<file path="config.mk">
export PLATFORM = sky130hd
export DESIGN_NAME = fwd_hazard_ctrl
export DESIGN_NICKNAME = d
export VERILOG_FILES = /design/src/rtl/fwd_hazard_ctrl.sv
export SDC_FILE = /design/constraint.sdc
export NUM_CORES = 1
export LEC_CHECK = 0
export ABC_AREA = 0
export CORE_MARGIN = 2
export CORE_UTILIZATION = 38
export DETAILED_ROUTE_END_ITERATION = 8
export PLACE_DENSITY = 0.78
export SYNTH_ARGS = -nofsm -noshare
export SYNTH_HDL_FRONTEND = slang
export SYNTH_SLANG_ARGS = --single-unit
</file>
<file path="constraint.sdc">
create_clock -name Clk -period 3.1 [get_ports Clk]
set_clock_uncertainty 0.1 [all_clocks]
set_input_delay 0.775 -clock Clk [delete_from_list [all_inputs] [get_ports Clk]]
set_output_delay 0.775 -clock Clk [all_outputs]
set_load 0.02 [all_outputs]
</file>
<file path="src/rtl/fwd_hazard_ctrl.sv">
// fwd_hazard_ctrl: EX-stage operand forwarding selects and load-use / RAW
// stall generation for a 5-stage MIPS pipeline.
//
// This block keeps shadow copies of the destination and write information
// for EX, MEM and WB. It uses those copies to drive the operand mux selects
// and the pipeline stall.
//
// Build option FWD_HAZARD_FORWARD_EN:
//   defined   - forwarding from EX/MEM and MEM/WB; stall only on load-use
//   undefined - no forwarding (selects tied 00); stall on any RAW hazard
//               against EX or MEM
module fwd_hazard_ctrl #(
  parameter int REG_ADDR_W  = 5,
  parameter int STALL_CNT_W = 16
) (
  input  logic                   Clk,
  input  logic                   Rst,
  input  logic                   Flush,
  input  logic                   IdValid,
  input  logic [REG_ADDR_W-1:0]  IdRs,
  input  logic [REG_ADDR_W-1:0]  IdRt,
  input  logic                   IdUsesRs,
  input  logic                   IdUsesRt,
  input  logic [REG_ADDR_W-1:0]  IdDest,
  input  logic                   IdRegWrite,
  input  logic                   IdMemRead,
  output logic                   Stall,
  output logic [1:0]             FwdSelA,
  output logic [1:0]             FwdSelB,
  output logic                   ExBubble,
  output logic [STALL_CNT_W-1:0] StallCount
);

  // Operand index 0 is Rs (port A), index 1 is Rt (port B).
  logic [1:0][REG_ADDR_W-1:0] id_src;
  logic [1:0]                 id_uses;

  // EX shadow state.
  logic [REG_ADDR_W-1:0]      ex_dest_reg;
  logic                       ex_regwrite_reg;
  logic                       ex_memread_reg;
  logic [1:0][REG_ADDR_W-1:0] ex_src_reg;
  logic [1:0]                 ex_uses_reg;
  logic                       ex_bubble_reg;

  // MEM and WB shadow state.
  logic [REG_ADDR_W-1:0]      mem_dest_reg;
  logic                       mem_regwrite_reg;
  logic [REG_ADDR_W-1:0]      wb_dest_reg;
  logic                       wb_regwrite_reg;

  logic [STALL_CNT_W-1:0]     stall_cnt_reg;

  // Per-operand hazard terms and forwarding selects.
  logic [1:0]                 ex_hit;
  logic [1:0]                 mem_hit;
  logic [1:0][1:0]            fwd_sel;
  logic                       hazard;
  logic                       ex_load_bubble;

  assign id_src  = {IdRt, IdRs};
  assign id_uses = {IdUsesRt, IdUsesRs};

  genvar gi;
  generate
    for (gi = 0; gi < 2; gi++) begin : g_operand
      // The ID source matches a nonzero destination that EX or MEM will write.
      assign ex_hit[gi]  = id_uses[gi] & ex_regwrite_reg & (ex_dest_reg != '0)
                           & (ex_dest_reg == id_src[gi]);
      assign mem_hit[gi] = id_uses[gi] & mem_regwrite_reg & (mem_dest_reg != '0)
                           & (mem_dest_reg == id_src[gi]);
`ifdef FWD_HAZARD_FORWARD_EN
      // The younger producer (MEM) wins over the older one (WB).
      assign fwd_sel[gi] =
        (ex_uses_reg[gi] & mem_regwrite_reg & (mem_dest_reg != '0)
         & (mem_dest_reg == ex_src_reg[gi])) ? 2'b01 :
        (ex_uses_reg[gi] & wb_regwrite_reg & (wb_dest_reg != '0)
         & (wb_dest_reg == ex_src_reg[gi])) ? 2'b10 : 2'b00;
`else
      assign fwd_sel[gi] = 2'b00;
`endif
    end
  endgenerate

`ifdef FWD_HAZARD_FORWARD_EN
  // Only a load in EX cannot be forwarded in time to the consumer's EX.
  assign hazard = ex_memread_reg & (|ex_hit);
  logic unused_fwd;
  assign unused_fwd = ^mem_hit;
`else
  // Without forwarding, any pending write in EX or MEM blocks the reader.
  // The register file writes in the first half-cycle, so WB is never a hazard.
  assign hazard = (|ex_hit) | (|mem_hit);
  logic unused_nofwd;
  assign unused_nofwd = ^{ex_memread_reg, ex_src_reg, ex_uses_reg,
                          wb_dest_reg, wb_regwrite_reg};
`endif

  assign Stall          = IdValid & ~Flush & hazard;
  assign ex_load_bubble = Flush | Stall | ~IdValid;
  assign FwdSelA        = fwd_sel[0];
  assign FwdSelB        = fwd_sel[1];
  assign ExBubble       = ex_bubble_reg;
  assign StallCount     = stall_cnt_reg;

  // Advance the shadow pipeline; insert a bubble into EX when ID is not issued.
  always_ff @(posedge Clk) begin
    if (Rst) begin
      ex_dest_reg      <= '0;
      ex_regwrite_reg  <= 1'b0;
      ex_memread_reg   <= 1'b0;
      ex_src_reg       <= '0;
      ex_uses_reg      <= '0;
      ex_bubble_reg    <= 1'b1;
      mem_dest_reg     <= '0;
      mem_regwrite_reg <= 1'b0;
      wb_dest_reg      <= '0;
      wb_regwrite_reg  <= 1'b0;
    end else begin
      wb_dest_reg      <= mem_dest_reg;
      wb_regwrite_reg  <= mem_regwrite_reg;
      mem_dest_reg     <= ex_dest_reg;
      mem_regwrite_reg <= ex_regwrite_reg;
      ex_dest_reg      <= IdDest;
      ex_src_reg       <= id_src;
      if (ex_load_bubble) begin
        ex_regwrite_reg <= 1'b0;
        ex_memread_reg  <= 1'b0;
        ex_uses_reg     <= '0;
        ex_bubble_reg   <= 1'b1;
      end else begin
        ex_regwrite_reg <= IdRegWrite;
        ex_memread_reg  <= IdMemRead;
        ex_uses_reg     <= id_uses;
        ex_bubble_reg   <= 1'b0;
      end
    end
  end

  // Saturating count of stalled cycles since reset.
  always_ff @(posedge Clk) begin
    if (Rst) begin
      stall_cnt_reg <= '0;
    end else if (Stall && (stall_cnt_reg != {STALL_CNT_W{1'b1}})) begin
      stall_cnt_reg <= stall_cnt_reg + 1'b1;
    end
  end

endmodule
</file>
==> run_results.csv <==
group,metric,value,unit
pwr,power_density,383,nW/um^2
synthesis,synth-main-ff-cell,"dfxtp_1",
global_routing,track_usage,15.7,%
finish,fillers,362,
synthesis,syn_inst,170,
synthesis,synth_seq_cells,29,
setup_path,cp-start-kind,"input port",
pwr,p_sw,185,uW
finish,antenna_cells,0,
die,fp.dieW,67.0,um
drt,via_count,1359,
drt,drt-vias-per-instance,4.98,
setup_path,path_cells,"clkdlybuf4s50_1 > xnor2_1 > nand2_1 > o22ai_2 > a22o_1 > and2_1 > buf_4",
global_routing,grt_overflow_total,0,
global_routing,antenna_found_initial,0,
finish,areaGrowthSynthToFinish,41.5,%
placement,io_buffers,39,
drt,ant_nets,0,
global_routing,grt_max_degree,14,
synthesis,yosysSeqAreaShare,38.5,%
sta,clock.fmax,0.334,GHz
die,die-area,4490,sq um
die,start_util,40.3,%
finish,final_area,2130,sq um
pwr,ir_drop,289,uV
clock_tree,cts_sinks,29,
global_routing,grt_first_pass_wirelength,5300,um
drt,drc,0,
worst_hold_path,hold_path.class,"flip-flop to flip-flop",
setup_path,worstPathMaxFanout,2,
finish,drive_gt1_share,14.2,%
clock_tree,cts_buffers,5,
die,rows,22,
sta,rsz0062_at_grt,"false",
clock_tree,h-tree-depth,2,
synthesis,yosysWarnings,0,
pwr,p_int,631,uW
drt,initialDrtViolationCount,50,
finish,fin_nets,248,
sta,post-route-period-util,96.5,%
setup_path,critPathRequiredTime,2220,ps
synthesis,synth_edf_count,0,
die,die_h,67.0,um
setup_path,cpMaxStageDelayCell,"clkdlybuf4s50_1",
pwr,clkPwrFrac,41.9,%
clock_tree,clk_latency,280,ps
clock_tree,root_buffer,"clkbuf_8",
synthesis,async_flop_share,0,%
sta,setup_viol,0,
clock_tree,ctsLongestPathBuffers,2,
global_routing,grt_pass1_vias,1189,
setup_path,path_buf_inv,2,
setup_path,crit_type,"input port to primary output",
placement,post_dp_cell_area,1990,sq um
pwr,seqPwrFrac,47.5,%
sta,hold_viol,0,
setup_path,crit_family,"buffers and inverters",
synthesis,syn_area,1510,sq um
setup_path,cp.arrival,2120,ps
sta,fin_crit,2990,ps
sta,fin_ws,109,ps
setup_path,max_stage_delay,510,ps
placement,place_hpwl,2550,um
status,status,"finished clean",
pwr,power.switching_fraction,22.7,%
clock_tree,cts_tree,"done",
die,top_level_ports,45,
finish,largest_reg_flops,16,
sta,drv_slew,0,
pwr,p_leak,0.827,nW
clock_tree,clkTransAtPathRegs,60,ps
placement,pre_cts_ws,-519,ps
die,core_area,3740,sq um
synthesis,syn_avg_cell_area,8.87,sq um
flow_run,cap_viol_max_count,0,
drt,drt_wl_total,3360,um
setup_path,worstSetupEndpointType,"primary output",
drt,dr.pass1.iters,5,
drt,post_drt_wl_per_cell,12.3,um
synthesis,synth.distinct_cells,38,
placement,gp_congestion,0.839,
pwr,pwr-share-comb,10.7,%
[power groups by stage]
stage	logic (mW)	clock network, mW	registers, mW
after global routing	0.0947	0.372	0.388
after global placement	0.0844	0	0.396
after detailed placement	0.0867	0	0.396
final	0.0870	0.342	0.388
after CTS	0.0889	0.348	0.388
after floorplan	0.0465	0	0.395
[cell usage in the layout, fill, tap and decap left out, types with 4 or more instances in the layout]
cell / synthesis / final
clkbuf_8: 0 / 7
or3_1: 6 / 6
o21ai_0: 4 / 4
nand4_1: 7 / 7
or4_1: 7 / 7
buf_4: 4 / 15
inv_1: 5 / 5
nor2b_1: 16 / 16
conb_1: 1 / 4
nand2_1: 12 / 12
xnor2_1: 20 / 20
nor2_1: 8 / 8
dfxtp_1: 29 / 29
a21oi_1: 10 / 10
nand3_1: 6 / 6
o31ai_1: 4 / 4
dlymetal6s2s_1: 0 / 7
clkdlybuf4s50_1: 0 / 29
[metal layers]
layer  track usage, %  part of all wire [%]
met5                0                     0
met4             6.63                   2.0
met3             4.90                   5.3
met2             25.6                    47
met1             18.9                    46
[cells by family (layout without fill, tap and decap cells)]
family | after synthesis | in the layout | synth area share [%]
AND/OR/NAND/NOR | 71 | 71 | 27.2
AO/OA/AOI/OAI | 29 | 29 | 12.1
flip-flops | 29 | 29 | 38.5
XOR/XNOR | 21 | 21 | 12.2
buffers and inverters | 14 | 66 | 5.73
multiplexers | 4 | 4 | 3.15
adder cells (fa/ha/maj) | 1 | 1 | 0.830
other | 1 | 4 | 0.249
[timing repair]
| item | in CTS | in global routing |
|---|---|---|
| hold buffers | 0 | 0 |
| gates resized for setup | 9 | 7 |
| gates cloned | 0 | 0 |
| pin swaps | 3 | 6 |
| hold endpoints to repair | 0 | 0 |
| setup buffers | 2 | 0 |
| setup endpoints to repair | 1 | 1 |
[worst paths after layout]
kind | to | cells after the start | startpoint | slack (ps)
worst max-delay path | Stall | 7 | IdRs[1] | 110
worst min-delay path | mem_regwrite_reg | 1 | ex_regwrite_reg | 390
worst max register to register | StallCount[1] | 10 | StallCount[1] | 560
worst min register to register | mem_regwrite_reg | 1 | ex_regwrite_reg | 390
[worst register-to-register path: stages (launching register included)]
cell     delay, ps
dfxtp_1        430
ha_1           230
nand3_1        140
nor4_2         290
buf_4          180
nand2_1         70
a32oi_2        380
buf_4          250
buf_4          150
mux2i_1        170
nor2_1          50
[per-stage QoR]
| stage | power (mW) | cells | TNS [ps] | utilization (%) | hold slack, ps |
|---|---|---|---|---|---|
| 6_report | 0.817 | 273 | 0 | 57.0 | 390 |
| 5_1_grt | 0.856 | 273 | 0 | 57.0 | 409 |
| 4_1_cts | 0.824 | 273 | 0 | 56.5 | 377 |
| 3_5_place_dp | 0.483 | 263 | -519 | 53.2 | 369 |
| 3_3_place_gp | 0.480 | 263 | -488 | 53.2 | 363 |
| 2_1_floorplan | 0.441 | 173 | 0 | - | 331 |
[Yosys cell counts (2+ instances only)]
master / instances / share of area [%]
o22ai_1: 2 / 0.83
and3_1: 3 / 1.2
nor2b_1: 16 / 6.6
xnor2_1: 20 / 12
a21oi_1: 10 / 3.3
mux2_2: 2 / 1.5
nor2_1: 8 / 2.0
dfxtp_1: 29 / 39
clkbuf_1: 3 / 0.75
nand3_1: 6 / 2.0
or4_1: 7 / 3.5
o21ai_1: 3 / 1.0
inv_1: 5 / 1.2
o21ai_0: 4 / 1.3
nand4_1: 7 / 2.9
or3_1: 6 / 2.5
o31ai_1: 4 / 2.0
buf_4: 4 / 2.0
nand2_1: 12 / 3.0
[final cells by class]
cell class	count	area, sq um	share of cell area, %
Inverter	5	18.8	0.880
Clock inverter	1	5.00	0.235
Sequential cell	29	581	27.2
Clock buffer	7	96.3	4.52
Tap cell	48	60.1	2.82
Timing Repair Buffer	53	508	23.8
Multi-Input combinational cell	130	865	40.5
No activity file was read; power rests on OpenSTA's default activity.
